**config.mk**
```make
export PLATFORM = sky130hd
export DESIGN_NAME = piso_serializer_flat
export DESIGN_NICKNAME = d
export VERILOG_FILES = /design/src/rtl/piso_serializer_pkg.sv /design/src/rtl/piso_serializer_if.sv /design/src/rtl/sr_bit_counter.sv /design/src/rtl/piso_serializer.sv /design/src/flat_wrapper.sv
export SDC_FILE = /design/constraint.sdc
export NUM_CORES = 1
export LEC_CHECK = 0
export CAP_MARGIN = 5
export CORE_MARGIN = 2
export CORE_UTILIZATION = 29
export DETAILED_ROUTE_END_ITERATION = 16
export MAX_ROUTING_LAYER = met4
export PLACE_DENSITY_LB_ADDON = 0.05
export RECOVER_POWER = 100
export SYNTH_ARGS = -nofsm -noshare
export SYNTH_HDL_FRONTEND = slang
export SYNTH_SLANG_ARGS = --single-unit
```
**constraint.sdc**
```tcl
create_clock -name Clock -period 2 [get_ports Clock]
set_clock_uncertainty 0.05 [all_clocks]
set_input_delay 0.4 -clock Clock [delete_from_list [all_inputs] [get_ports Clock]]
set_output_delay 0.4 -clock Clock [all_outputs]
set_load 0.005 [all_outputs]
```
**src/rtl/piso_serializer_pkg.sv**
```systemverilog
// sr_pkg: shared FSM state type and counter-width helper for the serial shift-register link
package sr_pkg;
  typedef enum logic {S_IDLE, S_SHIFT} sr_state_t;
  localparam int N_DEF = 10;
  function automatic int cnt_w(input int n);
    return (n < 2) ? 1 : $clog2(n);
  endfunction
endpackage

```
**src/rtl/piso_serializer_if.sv**
```systemverilog
// piso_serializer_if: load handshake and serial output bundle of the serializer
interface piso_serializer_if #(parameter int N = 10);
  logic [N-1:0] Data_In;
  logic Load_Valid;
  logic Load_Ready;
  logic Q;
  logic Frame;
  logic Done;
  modport master (output Data_In, Load_Valid, input Load_Ready, Q, Frame, Done);
  modport slave (input Data_In, Load_Valid, output Load_Ready, Q, Frame, Done);
endinterface

```
**src/rtl/sr_bit_counter.sv**
```systemverilog
// sr_bit_counter: loadable down-counter that parks at zero and flags it with tc
module sr_bit_counter #(parameter int W = 4) (
  input  logic         Clock,
  input  logic         Resetn,
  input  logic         load,
  input  logic [W-1:0] load_val,
  input  logic         dec,
  output logic [W-1:0] count,
  output logic         tc
);
  assign tc = count == '0;
  always_ff @(posedge Clock or negedge Resetn)
    if (!Resetn) count <= '0;
    else count <= load ? load_val : (dec && !tc) ? count - 1'b1 : count;
endmodule

```
**src/rtl/piso_serializer.sv**
```systemverilog
// piso_serializer: valid/ready loaded parallel-in/serial-out transmitter with Frame and Done
module piso_serializer import sr_pkg::*; #(
  parameter int N = N_DEF,
  parameter int MSB_FIRST = 1
) (
  input logic Clock,
  input logic Resetn,
  piso_serializer_if.slave bus
);
  localparam int W = cnt_w(N);
  sr_state_t state, state_nx;
  logic [N-1:0] sreg, sreg_nx;
  logic q, q_nx, tc, accept;
  logic [W-1:0] count;
  assign bus.Frame = state == S_SHIFT;
  assign bus.Done = bus.Frame && tc;
  assign bus.Load_Ready = !bus.Frame || tc;
  assign bus.Q = q;
  assign accept = bus.Load_Valid && bus.Load_Ready;
  sr_bit_counter #(.W(W)) u_cnt (
    .Clock(Clock), .Resetn(Resetn), .load(accept), .load_val(W'(N - 1)),
    .dec(bus.Frame), .count(count), .tc(tc)
  );
  // sreg always holds the bit currently on Q at its outgoing end
  always_comb begin
    state_nx = state;
    sreg_nx = sreg;
    q_nx = q;
    if (accept) begin
      state_nx = S_SHIFT;
      sreg_nx = bus.Data_In;
      q_nx = (MSB_FIRST != 0) ? bus.Data_In[N-1] : bus.Data_In[0];
    end else if (bus.Done) begin
      state_nx = S_IDLE;
      q_nx = 1'b0;
    end else if (bus.Frame) begin
      sreg_nx = (MSB_FIRST != 0) ? {sreg[N-2:0], 1'b0} : {1'b0, sreg[N-1:1]};
      q_nx = (MSB_FIRST != 0) ? sreg[N-2] : sreg[1];
    end
  end
  always_ff @(posedge Clock or negedge Resetn)
    if (!Resetn) begin
      state <= S_IDLE;
      sreg <= '0;
      q <= 1'b0;
    end else begin
      state <= state_nx;
      sreg <= sreg_nx;
      q <= q_nx;
    end
endmodule

```
**src/flat_wrapper.sv**
```systemverilog
// flat-port wrapper written by rule: the top's interface ports become plain ports
module piso_serializer_flat import sr_pkg::*;
#(
  parameter int N = N_DEF,
  parameter int MSB_FIRST = 1
)
  (Clock, Resetn, bus_Data_In, bus_Load_Valid, bus_Load_Ready, bus_Q, bus_Frame, bus_Done);
  piso_serializer_if #(.N(N)) bus_i ();
  input logic Clock;
  input logic Resetn;
  input wire logic [$bits(bus_i.Data_In)-1:0] bus_Data_In;
  input wire logic [$bits(bus_i.Load_Valid)-1:0] bus_Load_Valid;
  output wire logic [$bits(bus_i.Load_Ready)-1:0] bus_Load_Ready;
  output wire logic [$bits(bus_i.Q)-1:0] bus_Q;
  output wire logic [$bits(bus_i.Frame)-1:0] bus_Frame;
  output wire logic [$bits(bus_i.Done)-1:0] bus_Done;
  assign bus_i.Data_In = bus_Data_In;
  assign bus_i.Load_Valid = bus_Load_Valid;
  assign bus_Load_Ready = bus_i.Load_Ready;
  assign bus_Q = bus_i.Q;
  assign bus_Frame = bus_i.Frame;
  assign bus_Done = bus_i.Done;
  piso_serializer #(.N(N), .MSB_FIRST(MSB_FIRST)) u_core (.Clock(Clock), .Resetn(Resetn), .bus(bus_i));
endmodule
```
== Yosys cells after proc, flatten, opt, wreduce, memory -nomap -nowiden ==
Cells that the tools add are included.

* Register bits: 15
* Latch bits: 0
* Bits in writable memories: 0
* Memory bits (read-only): 0
* Bits of input ports: 13
* Logic and storage cells: 28
* Memories kept: 0

* Add/subtract/negate cells: 1
* $mul: 0
* Div/mod/pow operators: 0
* Magnitude comparators: 0
* Equal/unequal tests: 1
* Shift-type cells: 0
* Mux-type cells: 10
* Bitwise gates (word level): 0
* Reduce and logical (&&, ||, !) cells: 12

{| class="wikitable"
|+ Operators with widths
! kind !! number
|-
| 9-bit 2-to-1 mux || 3
|-
| 4-bit 2-to-1 mux || 2
|-
| 2-bit nonzero test || 3
|-
| 1-bit 2-to-1 mux || 5
|-
| 4-bit logical NOT || 1
|-
| 4-bit by 1-bit subtractor with 4-bit output, second input constant || 1
|-
| 1-bit logical AND || 3
|-
| 3-bit nonzero test || 1
|-
| 1-bit logical NOT || 2
|-
| 2-bit by 1-bit inequality test with 1-bit output, second input constant || 1
|-
| 2-bit AND reduction || 1
|-
| 1-bit logical OR || 1
|}

== Longest topological paths before layout ==
Gate-level depths: netlist of the first run.

* Depth in word-level cells: 5
* Mapped depth: 7
* Mapped depth without buffers: 5

== Cells and area by module ==
Synthesis of the first run repeated with hierarchy kept, for this count alone.

* Cell total of the unflattened synthesis: 68
* Area total of the unflattened synthesis: 863.3 um^2

{| class="wikitable"
|+ Modules (own cells, without submodules)
! module !! times used !! cells each !! area each (um^2) !! sequential area each (um^2)
|-
| piso_serializer || 1 || 41 || 593.1 || 275.3
|-
| sr_bit_counter || 1 || 27 || 270.3 || 100.1
|}

== Least setup slack after synthesis of the first run ==
OpenSTA, ideal clock, no wires.

* Kind: reg-to-reg
* From: register u_core.u_cnt.count[0]
* To: register u_core.sreg[2]
* Library setup time: 125 ps
* Data arrival time: 1586 ps
* Data required time: 1825 ps
* Path slack: 239 ps
* Cell stages (with the launch flop): 8
* Buffers on the path: 2
* Period minus slack after synthesis: 1761 ps
* Cells stage by stage: dfrtp_1 inv_1 ha_1 or3b_1 buf_6 nand2_4 buf_12 mux2_4

* Longest elaborated chain between the ends: 5

{| class="wikitable"
|+ Ends and longest elaborated chain
! what !! RTL line !! text
|-
| start: declaration || sr_bit_counter.sv:8 || <nowiki>output logic [W-1:0] count,</nowiki>
|-
| start signal: assignment || sr_bit_counter.sv:14 || <nowiki>else count <= load ? load_val : (dec && !tc) ? count - 1'b1 : count;</nowiki>
|-
| 4-bit logical NOT * || sr_bit_counter.sv:11 || <nowiki>assign tc = count == '0;</nowiki>
|-
| 1-bit logical OR * || piso_serializer.sv:17 || <nowiki>assign bus.Load_Ready = !bus.Frame || tc;</nowiki>
|-
| via bus_Load_Ready || flat_wrapper.sv:13 || <nowiki>output wire logic [$bits(bus_i.Load_Ready)-1:0] bus_Load_Ready;</nowiki>
|-
| 1-bit logical AND * || piso_serializer.sv:19 || <nowiki>assign accept = bus.Load_Valid && bus.Load_Ready;</nowiki>
|-
| 2-bit by 1-bit inequality test with 1-bit output (no source line) / 2-bit nonzero test (equally long branches) || n/a ||
|-
| 2-bit AND reduction (no source line) || n/a ||
|-
| end signal: assignment || piso_serializer.sv:48 || <nowiki>sreg <= sreg_nx;</nowiki>
|-
| end: declaration || piso_serializer.sv:12 || <nowiki>logic [N-1:0] sreg, sreg_nx;</nowiki>
|}

Mark *: on every way through the listed nets, which the timed path passes. The rest lies on a longest branch.
A chain may end at the register's enable or synchronous reset.

== Worst setup path in the final report of the first run ==
* From: register u_core.u_cnt.count[1]
* To: output bus_Load_Ready

* Longest elaborated chain between the ends: 2

{| class="wikitable"
|+ Ends and longest elaborated chain
! what !! RTL line
|-
| 4-bit logical NOT || sr_bit_counter.sv:11
|-
| 1-bit logical OR || piso_serializer.sv:17
|-
| end: declaration || flat_wrapper.sv:13
|}

Every way passes these cells.

==> flow_metrics.py, run 1 <==
metrics = {
    "outcome": {
        "status": "finished, violations left",
        "violations": "negative setup slack",
    },
    "routing": {
        "routed_wl_mm": 1.641,
        "drt_iter0_drc": 13,
        "vias_per_cell": 4.645,
        "firstDrtPassIters": 4,
        "wl_per_cell_um": 13.23,
        "vias": 576,
        "drc": 0,
        "postRouteAntennaNets": 0,
    },
    "timing": {
        "fin_ws_ns": -0.03101,
        "setup_viol": 2,
        "rsz0062_at_grt": "true",
        "timing.final.hold_violations": 0,
        "timing.fmax_ghz": 0.4924,
        "whs_ns": 0.4597,
        "slew_headroom": 0.4478,
        "worst_pin_slew_ns": 0.8284,
        "maxSlewViolCount": 0,
        "fin_crit_sh": 1.016,
        "period_minus_slack_ns": 2.031,
    },
    "die": {
        "initial_core_util": 0.3010,
        "die_y_um": 57.04,
        "die_w_um": 57.04,
        "ios": 17,
        "core_area_um2": 2710,
        "fp.dieArea_um2": 3254,
        "row_count": 19,
    },
    "worst_setup_path": {
        "reg2reg_to": "u_core.sreg[7]$_DFFE_PN0P_",
        "worstSetupPathType": "register to output pin",
        "rrSetupSlack_ns": 0.05,
        "crit_arrival_ns": 1.58,
        "required_ns": 1.55,
        "timing.rr.start": "u_core.u_cnt.count[1]$_DFFE_PN0P_",
        "endpoint_kind": "output pin",
        "path_max_fanout": 2,
        "max_stage_delay_ns": 0.40,
        "slowest_stage": "dfrtp_1",
        "critPathBufInv": 3,
        "cp_top_family": "simple AND/OR/NAND/NOR gates",
        "r2r_cells": 7,
        "startpoint_type": "register",
        "crit_chain": "inv_2 > ha_4 > or3b_4 > buf_4 > nand2_4 > buf_6",
    },
    "final_layout": {
        "final_common_cell": "dfrtp_1",
        "layout.cells.most_common_list": "dfrtp_1, clkdlybuf4s50_1, buf_4, mux2_2, mux2_4",
        "antennaDiodeCount": 0,
        "nNetsFinal": 109,
        "nFillCells": 281,
        "fin_cells": 124,
        "syn2layout_area_growth_pct": 38.96,
        "drive_gt1_frac": 0.4409,
    },
    "logic_synthesis": {
        "syn_inst": 63,
        "synth-seq-cells": 15,
        "syn_avg_cell_area_um2": 12.95,
        "ys_seq_area_frac": 0.4601,
        "syn-num-nets": 78,
        "synth_area_um2": 815.8,
        "synth.distinct_cells": 24,
        "yosys_warnings": 0,
    },
    "cts": {
        "cts_root_buffer": "clkbuf_4",
        "clock_latency_ns": 0.28,
        "clkSlewWorstSetupHoldPaths_ns": 0.09,
        "cts_buffer_depth": 2,
        "numCtsBuffers": 3,
        "cts_hold_buf": 0,
        "tritoncts": "built",
        "h-tree-depth": 1,
        "clock-sinks": 15,
    },
    "power": {
        "power.total_mw": 1.284,
        "combPwrFrac": 0.490,
        "p_int_uw": 878.0,
        "sw_frac_of_total": 0.3161,
        "p_leak_nw": 0.5210,
        "pwr-share-clk": 0.133,
        "p_switching_uw": 405.8,
        "power_density_nw_per_um2": 1132,
        "peakVddDrop_mv": 0.6279,
        "pwr-share-seq": 0.377,
    },
    "grt": {
        "grt.total_usage": 0.1111,
        "grt_pass1_wl_mm": 2.684,
        "use_met3": 0.04535,
        "grt.busiest_layer": "met2",
        "grt_pass1_vias": 582,
        "met2_usage": 0.1691,
        "gr-total-overflow": 0,
        "antenna_found_initial": 0,
        "grt_max_degree": 16,
        "grt.met1_usage": 0.1455,
    },
    "min_path": {
        "min_from": "u_core.sreg[7]$_DFFE_PN0P_",
        "whs_path_depth": 1,
        "hold_path_class": "register to register",
        "worstHoldEndpoint": "u_core.sreg[8]$_DFFE_PN0P_",
    },
    "place": {
        "place.port_buffers": 16,
        "globalplace.congestion": 0.8605,
        "dpl.cell_count": 117,
        "dp_hpwl_mm": 1.195,
    },
    "run": {
        "maxCapViolations": 0,
    },
}
## cells by family after synthesis
| family | Yosys count | share of synthesized area |
|---|---|---|
| AOI/OAI and AO/OA | 8 | 0.07669 |
| buffers and inverters | 9 | 0.07514 |
| muxes | 18 | 0.2730 |
| adders and majority gates | 2 | 0.03067 |
| and+or+nand+nor | 11 | 0.08437 |
| DFF | 15 | 0.4601 |
## repair_timing
item,in CTS,in global routing
gates resized for setup,14,2
pin swaps,2,0
setup endpoints to repair,2,2
gates cloned,0,0
setup buffers,2,1
## layer usage
metal  wire (um)  up-vias
li1            -      287
met1         793      274
met2         742       15
met3         105        0
met4           0        0
met5           0        -
## cell type report
cell class,instances,area (um2),area share
clock buffers,4,26.28,0.02318
inverters,4,15.01,0.01325
flip-flops and latches,15,375.4,0.3311
well taps,31,38.79,0.03422
multi-input cells,39,396.6,0.3499
repair buffers,31,281.5,0.2483
## power by group through the flow
stage	Sequential, mW	Combinational (mW)	Clock (mW)
after global routing	0.497	0.689	0.192
after global placement	0.484	0.586	0
final	0.484	0.629	0.171
after CTS	0.485	0.617	0.182
after floorplan	0.472	0.385	0
after detailed placement	0.486	0.590	0
## metrics by stage
stage,utilization,instance area (um2),setup slack (ns),setup TNS (ns)
after floorplan,-,815.8,0.2390,0
after global placement,0.3952,1071,-0.07913,-0.1554
after detailed placement,0.3952,1071,-0.1421,-0.2676
after CTS,0.4137,1121,-0.07512,-0.07512
after global routing,0.4183,1134,-0.1115,-0.2007
final,0.4183,1134,-0.03101,-0.06146
## how the worst max path moves through the flow
stage	from	endpoint	slack, ns	cells past startpoint
detailed placement	u_core.u_cnt.count[0]$_DFFE_PN0P_	bus_Done	-0.14	5
floorplan	u_core.u_cnt.count[0]$_DFFE_PN0P_	u_core.sreg[2]$_DFFE_PN0P_	0.24	7
CTS	u_core.u_cnt.count[1]$_DFFE_PN0P_	bus_Done	-0.08	6
global route	u_core.u_cnt.count[1]$_DFFE_PN0P_	bus_Done	-0.11	6
finish	u_core.u_cnt.count[1]$_DFFE_PN0P_	bus_Load_Ready	-0.03	6
global placement	u_core.u_cnt.count[1]$_DFFE_PN0P_	bus_Done	-0.08	5
## state kept, by name, summed over array words and instances (netlist names)
register	count
u_core.u_cnt.count	4
u_core.sreg	9
u_core.bus.Frame	1
u_core.bus.Q	1
## synth_stat cells
library cell / instances / share of area
dfrtp_1: 15 / 0.46
mux2_2: 10 / 0.14
mux2_4: 6 / 0.11
inv_1: 4 / 0.018
buf_2: 3 / 0.018
a211oi_1: 2 / 0.018
ha_1: 2 / 0.031
mux2i_1: 2 / 0.025
nand2b_1: 2 / 0.015
nor2_1: 2 / 0.0092
nor3_1: 2 / 0.012
a2111oi_0: 1 / 0.011
a21oi_1: 1 / 0.0061
a31o_1: 1 / 0.011
a31oi_1: 1 / 0.0077
a32o_1: 1 / 0.012
and3_1: 1 / 0.0077
buf_12: 1 / 0.025
buf_6: 1 / 0.014
nand2_4: 1 / 0.014
nand4_1: 1 / 0.0077
o311ai_0: 1 / 0.011
or3_1: 1 / 0.0077
or3b_1: 1 / 0.011
No activity file was read; power rests on OpenSTA's default activity.
==> inputs of run 2 (changes only) <==
==> constraint.sdc (replaced) <==
create_clock -name Clock -period 2.15 [get_ports Clock]
set_clock_uncertainty 0.05 [all_clocks]
set_input_delay 0.43 -clock Clock [delete_from_list [all_inputs] [get_ports Clock]]
set_output_delay 0.43 -clock Clock [all_outputs]
set_load 0.005 [all_outputs]
==> run 2 against run 1 <==
Net effect:
- the run now ends clean
- clock-buffer cell count stayed put
- global-route usage is 0.21 points higher
- sequential power is 6.2% lower
- final cell count is 4.0% lower
- power is 12% lower
- wire length is 1.3% lower
- register-to-register slack better by 0.16 ns
- sequential cell count stayed put
- worst setup slack better by 0.10 ns
- critical path depth stayed put
- non-clock buffer count is 5 lower
- largest cell class unchanged
==> flow_metrics.py, run 2 (synthesized netlist as in run 1, its figures left out) <==
metrics = {
    "run": {
        "maxCapViolations": 0,
    },
    "grt": {
        "antenna_found_initial": 0,
        "met2_usage": 0.1626,
        "grt_max_degree": 17,
        "grt_pass1_wl_mm": 2.663,
        "use_met3": 0.04308,
        "grt_pass1_vias": 580,
        "grt.total_usage": 0.1132,
        "grt.busiest_layer": "met2",
        "gr-total-overflow": 0,
        "grt.met1_usage": 0.1459,
    },
    "timing": {
        "period_minus_slack_ns": 2.078,
        "worst_pin_slew_ns": 0.8383,
        "setup_viol": 0,
        "rsz0062_at_grt": "true",
        "maxSlewViolCount": 0,
        "timing.fmax_ghz": 0.4812,
        "slew_headroom": 0.4411,
        "tns_ns": 0,
        "timing.final.hold_violations": 0,
        "fin_crit_sh": 0.9666,
    },
    "power": {
        "p_switching_uw": 360.0,
        "pwr-share-clk": 0.139,
        "pwr-share-seq": 0.401,
        "power_density_nw_per_um2": 1040,
        "power.total_mw": 1.133,
        "combPwrFrac": 0.460,
        "p_int_uw": 773.4,
        "sw_frac_of_total": 0.3176,
        "peakVddDrop_mv": 0.5030,
        "p_leak_nw": 0.4962,
    },
    "cts": {
        "tritoncts": "built",
        "numCtsBuffers": 3,
        "h-tree-depth": 1,
        "cts_root_buffer": "clkbuf_4",
        "clock-sinks": 15,
        "cts_buffer_depth": 2,
        "clock_latency_ns": 0.27,
        "cts_hold_buf": 0,
        "clkSlewWorstSetupHoldPaths_ns": 0.09,
    },
    "routing": {
        "vias": 552,
        "wl_per_cell_um": 13.61,
        "firstDrtPassIters": 4,
        "vias_per_cell": 4.639,
        "postRouteAntennaNets": 0,
        "routed_wl_mm": 1.620,
        "drc": 0,
        "drt_iter0_drc": 2,
    },
    "die": {
        "fp.dieArea_um2": 3254,
        "ios": 17,
        "row_count": 19,
        "initial_core_util": 0.3010,
        "core_area_um2": 2710,
        "die_y_um": 57.04,
        "die_w_um": 57.04,
    },
    "final_layout": {
        "largest_reg_flops": 9,
        "nNetsFinal": 104,
        "design_area_um2": 1090,
        "syn2layout_area_growth_pct": 33.59,
        "final_common_cell": "dfrtp_1",
        "regMostFlops": "u_core.sreg",
        "antennaDiodeCount": 0,
        "reg.largest.list": "u_core.sreg: 9 flops, u_core.u_cnt.count: 4 flops",
        "drive_gt1_frac": 0.3864,
        "layout.cells.most_common_list": "dfrtp_1, clkdlybuf4s50_1, mux2_2, mux2_4, buf_4",
        "utilization": 0.4021,
    },
    "worst_setup_path": {
        "path_max_fanout": 2,
        "critPathBufInv": 3,
        "cp_top_family": "simple AND/OR/NAND/NOR gates",
        "worstSetupPathType": "register to output pin",
        "crit_arrival_ns": 1.60,
        "slowest_stage": "dfrtp_1",
        "max_stage_delay_ns": 0.40,
        "crit_chain": "inv_2 > ha_4 > or3b_4 > buf_6 > nor2_1 > buf_2",
        "rrSetupSlack_ns": 0.21,
        "reg2reg_to": "u_core.sreg[1]$_DFFE_PN0P_",
        "required_ns": 1.67,
        "startpoint_type": "register",
        "timing.rr.start": "u_core.u_cnt.count[0]$_DFFE_PN0P_",
        "endpoint_kind": "output pin",
        "r2r_cells": 6,
    },
    "outcome": {
        "status": "finished, final reports clean",
    },
    "min_path": {
        "worstHoldEndpoint": "u_core.sreg[8]$_DFFE_PN0P_",
        "hold_path_class": "register to register",
        "whs_path_depth": 1,
        "min_from": "u_core.sreg[7]$_DFFE_PN0P_",
    },
    "place": {
        "place.port_buffers": 16,
        "globalplace.congestion": 0.7535,
        "dp_hpwl_mm": 1.099,
        "placed_area_um2": 1033,
    },
}
==> run 2: cell count changes in the layout (fill, tap and decap cells not counted) <==
cell and delta:
buf_4 -6, buf_6 -1, clkbuf_2 +1, clkdlybuf4s15_1 +1, nor2_1 +1, nor2_2 -1
==> run 2: repair_timing <==
item | 4_1_cts | 5_1_grt
resized for setup | 6 | 6
gates cloned | 0 | 0
setup buffers | 2 | 1
endpoints found under the setup margin | 2 | 2
==> run 2: layout make-up <==
class | count | area [um2]
timing repair buffer | 26 | 240.2
sequential | 15 | 375.4
clock buffer | 4 | 26.28
tap | 31 | 38.79
inverter | 4 | 15.01
multi-input combinational | 39 | 394.1
fill | 279 | 1620
==> run 2: through the flow <==
step / setup slack, ns / cells / hold WS [ns]
floorplan: 0.3727 / 63 / 0.08441
global placement: 0.02039 / 112 / 0.4383
detailed placement: -0.009439 / 112 / 0.4418
CTS: -0.08477 / 118 / 0.4152
global route: -0.009068 / 119 / 0.4806
finish: 0.07174 / 119 / 0.4548
==> run 2: per-layer routing <==
metal  part of all wire  vias up
li1                   -      278
met1               0.50      257
met2               0.42       15
met3              0.065        2
met4              0.011        0
met5                  0        -
==> run 2: worst max-delay path by stage <==
| stage | slack (ns) | start | end | cells past startpoint |
|---|---|---|---|---|
| after floorplan | 0.37 | u_core.u_cnt.count[0]$_DFFE_PN0P_ | bus_Load_Ready | 6 |
| after global placement | 0.02 | u_core.u_cnt.count[1]$_DFFE_PN0P_ | bus_Done | 5 |
| after detailed placement | -0.009 | u_core.u_cnt.count[0]$_DFFE_PN0P_ | bus_Done | 5 |
| after CTS | -0.08 | u_core.u_cnt.count[1]$_DFFE_PN0P_ | bus_Done | 6 |
| after global routing | -0.009 | u_core.u_cnt.count[0]$_DFFE_PN0P_ | bus_Done | 6 |
| final | 0.07 | u_core.u_cnt.count[0]$_DFFE_PN0P_ | bus_Done | 6 |
==> run 2: power by group through the flow <==
| stage | logic (mW) | registers (mW) | clock network (mW) |
|---|---|---|---|
| global placement | 0.494 | 0.455 | 0 |
| detailed placement | 0.493 | 0.456 | 0 |
| floorplan | 0.358 | 0.439 | 0 |
| global route | 0.578 | 0.468 | 0.177 |
| finish | 0.521 | 0.454 | 0.158 |
| CTS | 0.505 | 0.456 | 0.169 |
==> run 2: worst reg2reg max path, cell delays in order (launching register included) <==
cell and delay, ns:
dfrtp_1 0.40, inv_2 0.09, ha_4 0.13, or3b_4 0.40, nand2_4 0.09, clkbuf_2 0.32, mux2_2 0.37
